--- src/rtl/md_pkg.sv ---
// Shared types and helpers for the MD iteration control path.
package md_pkg;

    typedef enum logic [2:0] {
        IDLE,
        LAUNCH,
        FORCE,
        DRAIN,
        MU,
        FINISH
    } iter_state_t;

    // Widest per-node vector popcount accepts; narrower vectors are zero-extended by the caller.
    localparam int POPCNT_MAX_W = 256;
    localparam int POPCNT_OUT_W = $clog2(POPCNT_MAX_W + 1);

    function automatic logic [POPCNT_OUT_W-1:0] popcount(input logic [POPCNT_MAX_W-1:0] v);
        logic [POPCNT_OUT_W-1:0] n;
        n = '0;
        for (int i = 0; i < POPCNT_MAX_W; i++) begin
            n = n + POPCNT_OUT_W'(v[i]);
        end
        return n;
    endfunction

endpackage

--- src/rtl/iteration_sequencer_inflight_counter.sv ---
// Tracks ring packets in flight: injected minus delivered per cycle, saturating, sticky error.
module inflight_counter
    import md_pkg::*;
#(
    parameter int NUM_CELLS      = 64,
    parameter int INFLIGHT_WIDTH = 16
) (
    input  logic                      clk,
    input  logic                      rst,
    input  logic [NUM_CELLS-1:0]      i_pkt_injected,
    input  logic [NUM_CELLS-1:0]      i_pkt_delivered,
    output logic [INFLIGHT_WIDTH-1:0] o_count,
    output logic                      o_overflow_err
);

    localparam int SW = INFLIGHT_WIDTH + POPCNT_OUT_W + 1;
    localparam logic signed [SW-1:0] CNT_MAX_S = {{(SW-INFLIGHT_WIDTH){1'b0}}, {INFLIGHT_WIDTH{1'b1}}};

    logic [INFLIGHT_WIDTH-1:0] r_count;
    logic                      r_overflow_err;
    logic [POPCNT_OUT_W-1:0]   w_pop_inj;
    logic [POPCNT_OUT_W-1:0]   w_pop_del;
    logic signed [SW-1:0]      w_delta;
    logic signed [SW-1:0]      w_next;
    logic [INFLIGHT_WIDTH-1:0] w_sat_val;
    logic                      w_sat_ovf;

    // Clamp to [0, all-ones]; MSB of the result flags that clamping happened.
    function automatic logic [INFLIGHT_WIDTH:0] saturate(input logic signed [SW-1:0] v);
        if (v[SW-1]) begin
            return {1'b1, {INFLIGHT_WIDTH{1'b0}}};
        end else if (v > CNT_MAX_S) begin
            return {1'b1, {INFLIGHT_WIDTH{1'b1}}};
        end else begin
            return {1'b0, v[INFLIGHT_WIDTH-1:0]};
        end
    endfunction

    assign w_pop_inj = popcount(POPCNT_MAX_W'(i_pkt_injected));
    assign w_pop_del = popcount(POPCNT_MAX_W'(i_pkt_delivered));
    assign w_delta   = $signed(SW'(w_pop_inj)) - $signed(SW'(w_pop_del));
    assign w_next    = $signed(SW'(r_count)) + w_delta;
    assign {w_sat_ovf, w_sat_val} = saturate(w_next);

    always_ff @(posedge clk) begin
        if (rst) begin
            r_count        <= '0;
            r_overflow_err <= 1'b0;
        end else begin
            r_count        <= w_sat_val;
            r_overflow_err <= r_overflow_err | w_sat_ovf;
        end
    end

    assign o_count        = r_count;
    assign o_overflow_err = r_overflow_err;

endmodule

--- src/rtl/iteration_sequencer.sv ---
// Sequences force / drain / motion-update phases for num_iter MD iterations.
// Optional ITER_SEQ_PERF_CNT_EN adds force_cycles / drain_cycles counters.
module iteration_sequencer
    import md_pkg::*;
#(
    parameter int NUM_CELLS      = 64,
    parameter int ITER_WIDTH     = 16,
    parameter int INFLIGHT_WIDTH = 16
) (
    input  logic                  clk,
    input  logic                  rst,
    input  logic                  start,
    input  logic [ITER_WIDTH-1:0] num_iter,
    input  logic [NUM_CELLS-1:0]  ref_wb_issued,
    input  logic                  goto_next_ref,
    input  logic [NUM_CELLS-1:0]  pkt_injected,
    input  logic [NUM_CELLS-1:0]  pkt_delivered,
    input  logic                  all_reading_done,
    input  logic                  all_filter_buffer_empty,
    input  logic                  force_cache_input_buffer_empty,
    input  logic                  mu_done,
    output logic                  iter_start,
    output logic                  all_ref_wb_issued,
    output logic                  interconnect_empty,
    output logic                  motion_update_start,
    output logic [ITER_WIDTH-1:0] iter_count,
    output logic                  busy,
    output logic                  done,
    output logic                  overflow_err
`ifdef ITER_SEQ_PERF_CNT_EN
    ,
    output logic [31:0]           force_cycles,
    output logic [31:0]           drain_cycles
`endif
);

    iter_state_t               r_state;
    logic [ITER_WIDTH-1:0]     r_num_iter;
    logic [ITER_WIDTH-1:0]     r_iter_count;
    logic                      r_iter_start;
    logic                      r_mu_start;
    logic                      r_done;
    logic                      r_busy;
    logic [NUM_CELLS-1:0]      r_capture;
    logic                      r_all_ref;
    logic [INFLIGHT_WIDTH-1:0] w_inflight_count;
    logic                      w_overflow_err;
    logic                      w_ic_empty;
    logic                      w_drain_ok;
    logic [ITER_WIDTH-1:0]     w_iter_next;

    inflight_counter #(
        .NUM_CELLS      (NUM_CELLS),
        .INFLIGHT_WIDTH (INFLIGHT_WIDTH)
    ) u_inflight (
        .clk             (clk),
        .rst             (rst),
        .i_pkt_injected  (pkt_injected),
        .i_pkt_delivered (pkt_delivered),
        .o_count         (w_inflight_count),
        .o_overflow_err  (w_overflow_err)
    );

    assign w_ic_empty  = (w_inflight_count == '0);
    assign w_iter_next = r_iter_count + ITER_WIDTH'(1);
    // A packet accepted this cycle is not yet visible in the counter, so it must block the drain exit.
    assign w_drain_ok  = w_ic_empty && all_filter_buffer_empty &&
                         force_cache_input_buffer_empty && (pkt_injected == '0);

    always_ff @(posedge clk) begin
        if (rst) begin
            r_state      <= IDLE;
            r_num_iter   <= '0;
            r_iter_count <= '0;
            r_iter_start <= 1'b0;
            r_mu_start   <= 1'b0;
            r_done       <= 1'b0;
            r_busy       <= 1'b0;
        end else begin
            r_iter_start <= 1'b0;
            r_mu_start   <= 1'b0;
            r_done       <= 1'b0;
            case (r_state)
                IDLE: begin
                    if (start) begin
                        r_iter_count <= '0;
                        if (num_iter != '0) begin
                            r_num_iter   <= num_iter;
                            r_state      <= LAUNCH;
                            r_iter_start <= 1'b1;
                            r_busy       <= 1'b1;
                        end else begin
                            r_done <= 1'b1;
                        end
                    end
                end
                LAUNCH: r_state <= FORCE;
                FORCE: begin
                    if (all_reading_done) r_state <= DRAIN;
                end
                DRAIN: begin
                    if (w_drain_ok) begin
                        r_state    <= MU;
                        r_mu_start <= 1'b1;
                    end
                end
                MU: begin
                    if (mu_done) begin
                        r_iter_count <= w_iter_next;
                        if (w_iter_next == r_num_iter) begin
                            r_state <= FINISH;
                            r_done  <= 1'b1;
                        end else begin
                            r_state      <= LAUNCH;
                            r_iter_start <= 1'b1;
                        end
                    end
                end
                FINISH: begin
                    r_state <= IDLE;
                    r_busy  <= 1'b0;
                end
                default: begin
                    r_state <= IDLE;
                    r_busy  <= 1'b0;
                end
            endcase
        end
    end

    // Clear takes priority over OR-in so a bit arriving with goto_next_ref belongs to the next reference.
    always_ff @(posedge clk) begin
        if (rst) begin
            r_capture <= '0;
            r_all_ref <= 1'b0;
        end else if (goto_next_ref) begin
            r_capture <= (r_state == FORCE) ? ref_wb_issued : '0;
            r_all_ref <= 1'b0;
        end else begin
            if (r_state == FORCE) r_capture <= r_capture | ref_wb_issued;
            if (&r_capture) r_all_ref <= 1'b1;
        end
    end

`ifdef ITER_SEQ_PERF_CNT_EN
    logic [31:0] r_force_cycles;
    logic [31:0] r_drain_cycles;

    always_ff @(posedge clk) begin
        if (rst) begin
            r_force_cycles <= '0;
            r_drain_cycles <= '0;
        end else if (r_state == IDLE && start) begin
            r_force_cycles <= '0;
            r_drain_cycles <= '0;
        end else begin
            if (r_state == FORCE && r_force_cycles != '1) r_force_cycles <= r_force_cycles + 32'd1;
            if (r_state == DRAIN && r_drain_cycles != '1) r_drain_cycles <= r_drain_cycles + 32'd1;
        end
    end

    assign force_cycles = r_force_cycles;
    assign drain_cycles = r_drain_cycles;
`endif

    assign iter_start          = r_iter_start;
    assign all_ref_wb_issued   = r_all_ref;
    assign interconnect_empty  = w_ic_empty;
    assign motion_update_start = r_mu_start;
    assign iter_count          = r_iter_count;
    assign busy                = r_busy;
    assign done                = r_done;
    assign overflow_err        = w_overflow_err;

endmodule

--- config.mk ---
export PLATFORM = sky130hd
export DESIGN_NAME = iteration_sequencer
export DESIGN_NICKNAME = d
export VERILOG_FILES = /design/src/rtl/md_pkg.sv /design/src/rtl/iteration_sequencer_inflight_counter.sv /design/src/rtl/iteration_sequencer.sv
export SDC_FILE = /design/constraint.sdc
export NUM_CORES = 1
export LEC_CHECK = 0
export CAP_MARGIN = 10
export CORE_ASPECT_RATIO = 0.6
export CORE_MARGIN = 2
export CORE_UTILIZATION = 50
export CTS_BUF_LIST = sky130_fd_sc_hd__clkbuf_16
export DETAILED_ROUTE_END_ITERATION = 12
export DONT_BUFFER_PORTS = 1
export RECOVER_POWER = 25
export SLEW_MARGIN = 10
export SYNTH_ARGS = -nofsm -noshare
export SYNTH_HDL_FRONTEND = slang
export SYNTH_SLANG_ARGS = --single-unit
--- constraint.sdc ---
create_clock -name clk -period 26.1 [get_ports clk]
set_clock_uncertainty 0.15 [all_clocks]
set_input_delay 0 -clock clk [delete_from_list [all_inputs] [get_ports clk]]
set_output_delay 0 -clock clk [all_outputs]
set_load 0.05 [all_outputs]
Word level (Yosys, flattened, before mapping)

Cells that the tools add are included.

Register bits: 121
Logic and storage cells: 202
Input port bits: 216
Output and inout bits: 23

Multiplexer cells: 29
Equality and inequality tests: 10
Order comparisons: 1
Add/subtract/negate cells: 129
Reduce and logical (&&, ||, !) cells: 18
Bitwise gates (word level): 4

Operators with widths:

| kind                  | count |
|---|---|
| $add 9x1->9           | 124 |
| $mux 64               | 3 |
| $logic_not 64->1      | 1 |
| $or 64x64->64         | 1 |
| $reduce_and 64->1     | 1 |
| $mux 17               | 2 |
| $mux 16               | 2 |
| $pmux 16 s2           | 1 |
| $add 17x26->26        | 1 |
| $gt 26x17->1 const B  | 1 |
| $mux 3                | 6 |
| $add 16x1->16 const B | 1 |
| $eq 16x16->1          | 1 |
| $logic_not 16->1      | 1 |
| $reduce_bool 16->1    | 1 |
| $pmux 3 s5            | 1 |
| $mux 1                | 11 |
| $ne 2x2->1 const B    | 5 |
| $sub 9x9->10          | 1 |
| $reduce_and 3->1      | 3 |
| $eq 3x2->1 const B    | 2 |
| $pmux 1 s2            | 3 |
| $reduce_or 2->1       | 3 |
| $reduce_and 5->1      | 1 |
| 9 further kinds       | 14 |

Logic depth before layout (Yosys ltp)

Depth in word-level cells: 69
Gate-level depth with buffers: 36
Gate-level depth less buffers: 34

Cells and area by module

Synthesis repeated with hierarchy kept, for this count alone.

Cells, all modules: 1,128
Area total of the unflattened synthesis: 10,507.6 µm²

Modules (own cells, without submodules):

| module              | area an instance (µm²) | cells each | times used |
|---|---|---|---|
| inflight_counter    | 6,033.3                | 657        | 1 |
| iteration_sequencer | 4,474.3                | 471        | 1 |

Worst setup path before layout

OpenSTA, ideal clock, no wires.

Path type: input to register
From: input port pkt_injected[0]
To: register u_inflight.r_count[14] (netlist: u_inflight.o_count[14])
Data required time: 25,863 ps
Arrival: 8,240 ps
Slack: 17,623 ps
Cell stages on the path: 32
Setup time: 87 ps
Cells stage by stage: inv_1 > ha_1 > inv_1 > fa_1 > fa_1 > inv_1 > fa_1 > fa_1 > fa_1 > fa_1 > fa_1 > inv_1 > fa_1 > inv_1 > ha_1 > nor2b_1 > o21ai_0 > nand2b_1 > a21o_1 > a21oi_1 > xnor2_1 > ha_1 > o41ai_2 > ha_1 > and3_1 > nor2b_1 > a21oi_4 > a21boi_2 > o311a_1 > a211o_2 > buf_6 > o31ai_1

Longest elaborated chain between the ends: 67
Elaborated cells on any way between the ends: 68
Those cells by class: 65 x add/sub; 1 x order compare; 1 x mux; 1 x reduce/logical

Ends and longest elaborated chain:

| element                       | RTL line                                   | source |
|---|---|---|
| from (decl)                   | iteration_sequencer.sv:16                  | `input logic [NUM_CELLS-1:0] pkt_injected,` |
| $add 1x1->2 (*)               | md_pkg.sv:21                               | `n = n + POPCNT_OUT_W'(v[i]);` |
| $add 9x1->9 (*) (62 in a row) | md_pkg.sv:21                               |  |
| $sub 9x9->10 (*)              | iteration_sequencer_inflight_counter.sv:41 | `assign w_delta = $signed(SW'(w_pop_inj)) - $signed(SW'(w_pop_del));` |
| $add 17x26->26 (*)            | iteration_sequencer_inflight_counter.sv:42 | `assign w_next = $signed(SW'(r_count)) + w_delta;` |
| $gt 26x17->1                  | iteration_sequencer_inflight_counter.sv:32 | `end else if (v > CNT_MAX_S) begin` |
| $mux 17                       | iteration_sequencer_inflight_counter.sv:32 |  |
| to (signal assigned)          | iteration_sequencer_inflight_counter.sv:50 | `r_count <= w_sat_val;` |
| to (decl)                     | iteration_sequencer_inflight_counter.sv:19 | `logic [INFLIGHT_WIDTH-1:0] r_count;` |

Every way passes the cells marked *; elsewhere a longest branch is shown, timed or not.
A chain may end at the register's enable or synchronous reset.

Worst setup path after layout

From: input port pkt_injected[0]
To: register u_inflight.r_count[3] (netlist: u_inflight.o_count[3])

Same word-level chain as after synthesis.

==> impl_results.html <==
<table>
<tr><th>Metric</th><th>Value</th></tr>
<tr><th colspan="2">Status</th></tr>
<tr><td>Result of the run</td><td>finished with violations</td></tr>
<tr><td>Failing checks</td><td>capacitance limit, slew limit</td></tr>
<tr><th colspan="2">Logic synthesis</th></tr>
<tr><td>Synth top area share</td><td>0.256</td></tr>
<tr><td>Synthesized instance count</td><td>1001</td></tr>
<tr><td>Unique masters post-synth</td><td>69</td></tr>
<tr><td>Seq/Total Area, Yosys</td><td>0.256</td></tr>
<tr><td>Post-synthesis instance area</td><td>roughly 9500 um^2</td></tr>
<tr><td>Cell types with the largest area share after synthesis</td><td>dfxtp_1 (26%), fa_1 (23%), inv_1 (7.7%)</td></tr>
<tr><td>Post-synth ARST share</td><td>0</td></tr>
<tr><td>Flip-flop and latch count after synthesis</td><td>121</td></tr>
<tr><td>Average cell area after synthesis</td><td>9.46 um^2</td></tr>
<tr><td>Post-synth EDFFs</td><td>0</td></tr>
<tr><td>Synth Net Count</td><td>1385</td></tr>
<tr><td>Count of yosys warnings during synthesis</td><td>0</td></tr>
<tr><td>Primary flip-flop cell chosen by synthesis mapping</td><td>dfxtp_1</td></tr>
<tr><td>Synth area leader</td><td>dfxtp_1</td></tr>
<tr><th colspan="2">Drt</th></tr>
<tr><td>Wire per inst</td><td>17.0 um</td></tr>
<tr><td>Length of the first detailed-routing pass in iterations</td><td>5</td></tr>
<tr><td>Detailed Route Iter0 Violations</td><td>between 500 and 600</td></tr>
<tr><td>Total routed wirelength</td><td>between 20000 and 25000 um</td></tr>
<tr><td># DRC</td><td>0</td></tr>
<tr><td>Via Count</td><td>7240</td></tr>
<tr><td>Average via count per standard cell</td><td>5.44</td></tr>
<tr><td>ANT nets after route</td><td>0</td></tr>
<tr><th colspan="2">Global route</th></tr>
<tr><td>Total congestion overflow after global routing</td><td>0</td></tr>
<tr><td>Number of global-route vias before repair</td><td>between 7000 and 8000</td></tr>
<tr><td>GRT Util Overall</td><td>0.234</td></tr>
<tr><td>Number of antenna violations at the first check in global routing</td><td>0</td></tr>
<tr><td>Global-route wire length before repair</td><td>37800 um</td></tr>
<tr><td>Maximum number of pins on one net before global-route repair</td><td>65</td></tr>
<tr><th colspan="2">Final layout</th></tr>
<tr><td>Antenna Diode Count</td><td>0</td></tr>
<tr><td>Most used cells in the layout excluding fill and tap cells</td><td>inv_1 (197), dfxtp_1 (121), fa_1 (110), dlygate4sd3_1 (91), a22o_1 (64)</td></tr>
<tr><td>Share of layout cells above drive strength 1</td><td>0.0422</td></tr>
<tr><td>Leading cell type in the layout, fill and taps excluded</td><td>inv_1</td></tr>
<tr><td>Count of nets after finishing</td><td>1463</td></tr>
<tr><td>Growth of design area from synthesis to finish</td><td>17.2%</td></tr>
<tr><td>Final std cell area, no fill</td><td>11100 um^2</td></tr>
<tr><td>Storage cell area</td><td>roughly 2400 um^2</td></tr>
<tr><td>Filler cells</td><td>1577</td></tr>
<tr><td>Multi-input logic area</td><td>6150 um^2</td></tr>
<tr><th colspan="2">Floorplanning</th></tr>
<tr><td>Die width</td><td>182 um</td></tr>
<tr><td>Row Count</td><td>38</td></tr>
<tr><td>Die height</td><td>111 um</td></tr>
<tr><td>I/O Pins</td><td>approximately 240</td></tr>
<tr><td>Standard cell core area</td><td>~18000 um^2</td></tr>
<tr><td>Area enclosed by the die boundary</td><td>between 20000 and 25000 um^2</td></tr>
<tr><td>Initial cell density of the core</td><td>0.517</td></tr>
<tr><th colspan="2">CTS</th></tr>
<tr><td>Bufs on Longest Clock Path</td><td>2</td></tr>
<tr><td>TritonCTS sink count</td><td>around 120</td></tr>
<tr><td>Hold buffer count at CTS</td><td>92</td></tr>
<tr><td>Clk_lat worst skew</td><td>0.41 ns</td></tr>
<tr><td>Total setup buffers inserted after CTS</td><td>0</td></tr>
<tr><td>Clock buffer count from CTS</td><td>17</td></tr>
<tr><td>Resized cells post-CTS</td><td>0</td></tr>
<tr><td>Root Driver</td><td>clkbuf_16</td></tr>
<tr><td>Number of levels in the clock H-tree</td><td>4</td></tr>
<tr><td>CTS tree</td><td>yes</td></tr>
<tr><td>Clock Pin Slew Worst Setup and Hold Paths</td><td>roughly 0.050 ns</td></tr>
<tr><th colspan="2">Critical path</th></tr>
<tr><td>Buffers plus inverters on the worst setup path</td><td>5</td></tr>
<tr><td>Worst EP arrival</td><td>just under 9 ns</td></tr>
<tr><td>Master of the slowest instance on the critical path</td><td>o41ai_2</td></tr>
<tr><td>Launch instance of the worst register-to-register path</td><td>r_state[2]</td></tr>
<tr><td>Most Frequent Cell on Critical Path</td><td>fa_1</td></tr>
<tr><td>Startpoint type of the worst setup path</td><td>primary input</td></tr>
<tr><td>Endpoint class of the critical path</td><td>register</td></tr>
<tr><td>Critical Path Source</td><td>pkt_injected[0]</td></tr>
<tr><td>R2r worst-path depth</td><td>3</td></tr>
<tr><td>Crit path max-delay family</td><td>adder cells</td></tr>
<tr><td>Worst Path Max Fanout</td><td>16</td></tr>
<tr><td>Data required time at the worst endpoint</td><td>26.27 ns</td></tr>
<tr><td>Worst reg-to-reg setup slack</td><td>22.63 ns</td></tr>
<tr><td>Critical R2R Capture</td><td>r_capture[10]</td></tr>
<tr><td>Crit Path Class</td><td>in -&gt; reg</td></tr>
<tr><td>Worst path max stage delay</td><td>1.00 ns</td></tr>
<tr><th colspan="2">Place</th></tr>
<tr><td>Post-placement worst setup slack</td><td>16.90 ns</td></tr>
<tr><td>Placed wire-length estimate after detailed placement</td><td>17300 um</td></tr>
<tr><td>Number of buffers added on ports</td><td>0</td></tr>
<tr><td>Placed standard-cell area</td><td>9630 um^2</td></tr>
<tr><td>GP Congestion</td><td>about 0.85</td></tr>
<tr><th colspan="2">STA</th></tr>
<tr><td>Final slew viol count</td><td>65</td></tr>
<tr><td>Total negative setup slack</td><td>0 ns</td></tr>
<tr><td>Period minus WS final</td><td>8.77 ns</td></tr>
<tr><td>Headroom to the max-slew limit</td><td>-0.861</td></tr>
<tr><td>Final critical-path share of the clock period</td><td>0.336</td></tr>
<tr><td>Hold violation total from the final report</td><td>0</td></tr>
<tr><td>Fmax achieved</td><td>114 MHz</td></tr>
<tr><td>Setup repair after global routing missed its margin</td><td>false</td></tr>
<tr><td>Number of failing setup endpoints in the final timing report</td><td>0</td></tr>
<tr><td>Worst Slack Setup Final</td><td>17.33 ns</td></tr>
<tr><td>Worst hold slack across all endpoints</td><td>0.0686 ns</td></tr>
<tr><td>Slew of the pin with the lowest slew margin</td><td>2.79 ns</td></tr>
<tr><th colspan="2">Min path</th></tr>
<tr><td>Type of the most critical hold path</td><td>in -&gt; reg</td></tr>
<tr><td>Launch point of the worst hold path</td><td>pkt_injected[36]</td></tr>
<tr><td>Sink of the worst hold path</td><td>r_state[0]</td></tr>
<tr><td>Hold Crit Depth</td><td>6</td></tr>
<tr><th colspan="2">Job</th></tr>
<tr><td>Max Cap Violations</td><td>1</td></tr>
</table>
[per-stage QoR]
| stage | util | cells |
|---|---|---|
| finish | 0.606 | 1330 |
| floorplan | - | 1001 |
| global route | 0.606 | 1330 |
| global placement | 0.526 | 1208 |
| CTS | 0.606 | 1330 |
| detailed placement | 0.526 | 1208 |
[cells in the mapped netlist (all sizes together) (2+ instances only)]
master / number
clkbuf: 25
nor4: 29
a21boi: 4
nand3b: 5
nand3: 12
o2111a: 2
a21oi: 47
nand2: 26
o21ai: 45
a211oi: 3
and3: 8
mux2i: 16
nand4: 28
a31oi: 8
or3: 3
o21bai: 3
a21o: 13
a31o: 4
nor2: 49
nor3: 8
o41ai: 2
xnor2: 22
inv: 195
nor4b: 4
fa: 110
buf: 10
nand2b: 10
nor2b: 11
a22o: 64
xor2: 21
o31ai: 2
ha: 58
dfxtp: 121
a41oi: 2
and4: 6
or4: 3
and2: 4
[metal layers]
layer	wire (um)	global-route usage	vias to the layer above
met5	0	0	-
met4	239	0.0520	0
met3	1530	0.0511	20
met2	9250	0.334	270
met1	11600	0.359	3389
li1	-	-	3561
[sequential cells by signal (all words and copies together), names as in the netlist]
name	flops
busy	1
motion_update_start	1
done	1
iter_start	1
iter_count	16
u_inflight.o_overflow_err	1
all_ref_wb_issued	1
r_capture	64
r_num_iter	16
r_state	3
u_inflight.o_count	16
[how the worst max path moves through the flow]
stage | endpoint | cells past startpoint
after global placement | u_inflight.o_count[14] | 31
after detailed placement | u_inflight.o_count[13] | 29
after CTS | u_inflight.o_count[3] | 29
after floorplan | u_inflight.o_count[14] | 32
final | u_inflight.o_count[3] | 31
after global routing | u_inflight.o_count[4] | 31
[logic make-up (layout without fill, tap and decap cells)]
logic type / Yosys count / after routing / synth area share
multiplexers: 17 / 17 / 0.0181
AND/OR/NAND/NOR: 210 / 210 / 0.122
XOR/XNOR: 44 / 44 / 0.0423
buffers and inverters: 230 / 319 / 0.0948
AO/OA/AOI/OAI: 211 / 211 / 0.157
flip-flops: 121 / 121 / 0.256
adder cells (fa/ha/maj): 168 / 168 / 0.309
[worst min-delay path: stages]
cell	delay [ns]
nor4b_1	0.03
nand4_1	0.06
or4_1	0.15
nand3_1	0.09
a21o_1	0.15
a21oi_1	0.11
[final cells by class]
| class | count | share of cell area |
|---|---|---|
| clock inverters | 13 | 0.0104 |
| multi-input cells | 650 | 0.555 |
| inverters | 195 | 0.0660 |
| clock buffers | 17 | 0.0384 |
| flip-flops and latches | 121 | 0.218 |
| repair buffers | 94 | 0.0850 |
| well taps | 240 | 0.0271 |
Power is not shown: default switching activity piles up to over one toggle a cycle in this logic, so the estimate is an artifact.
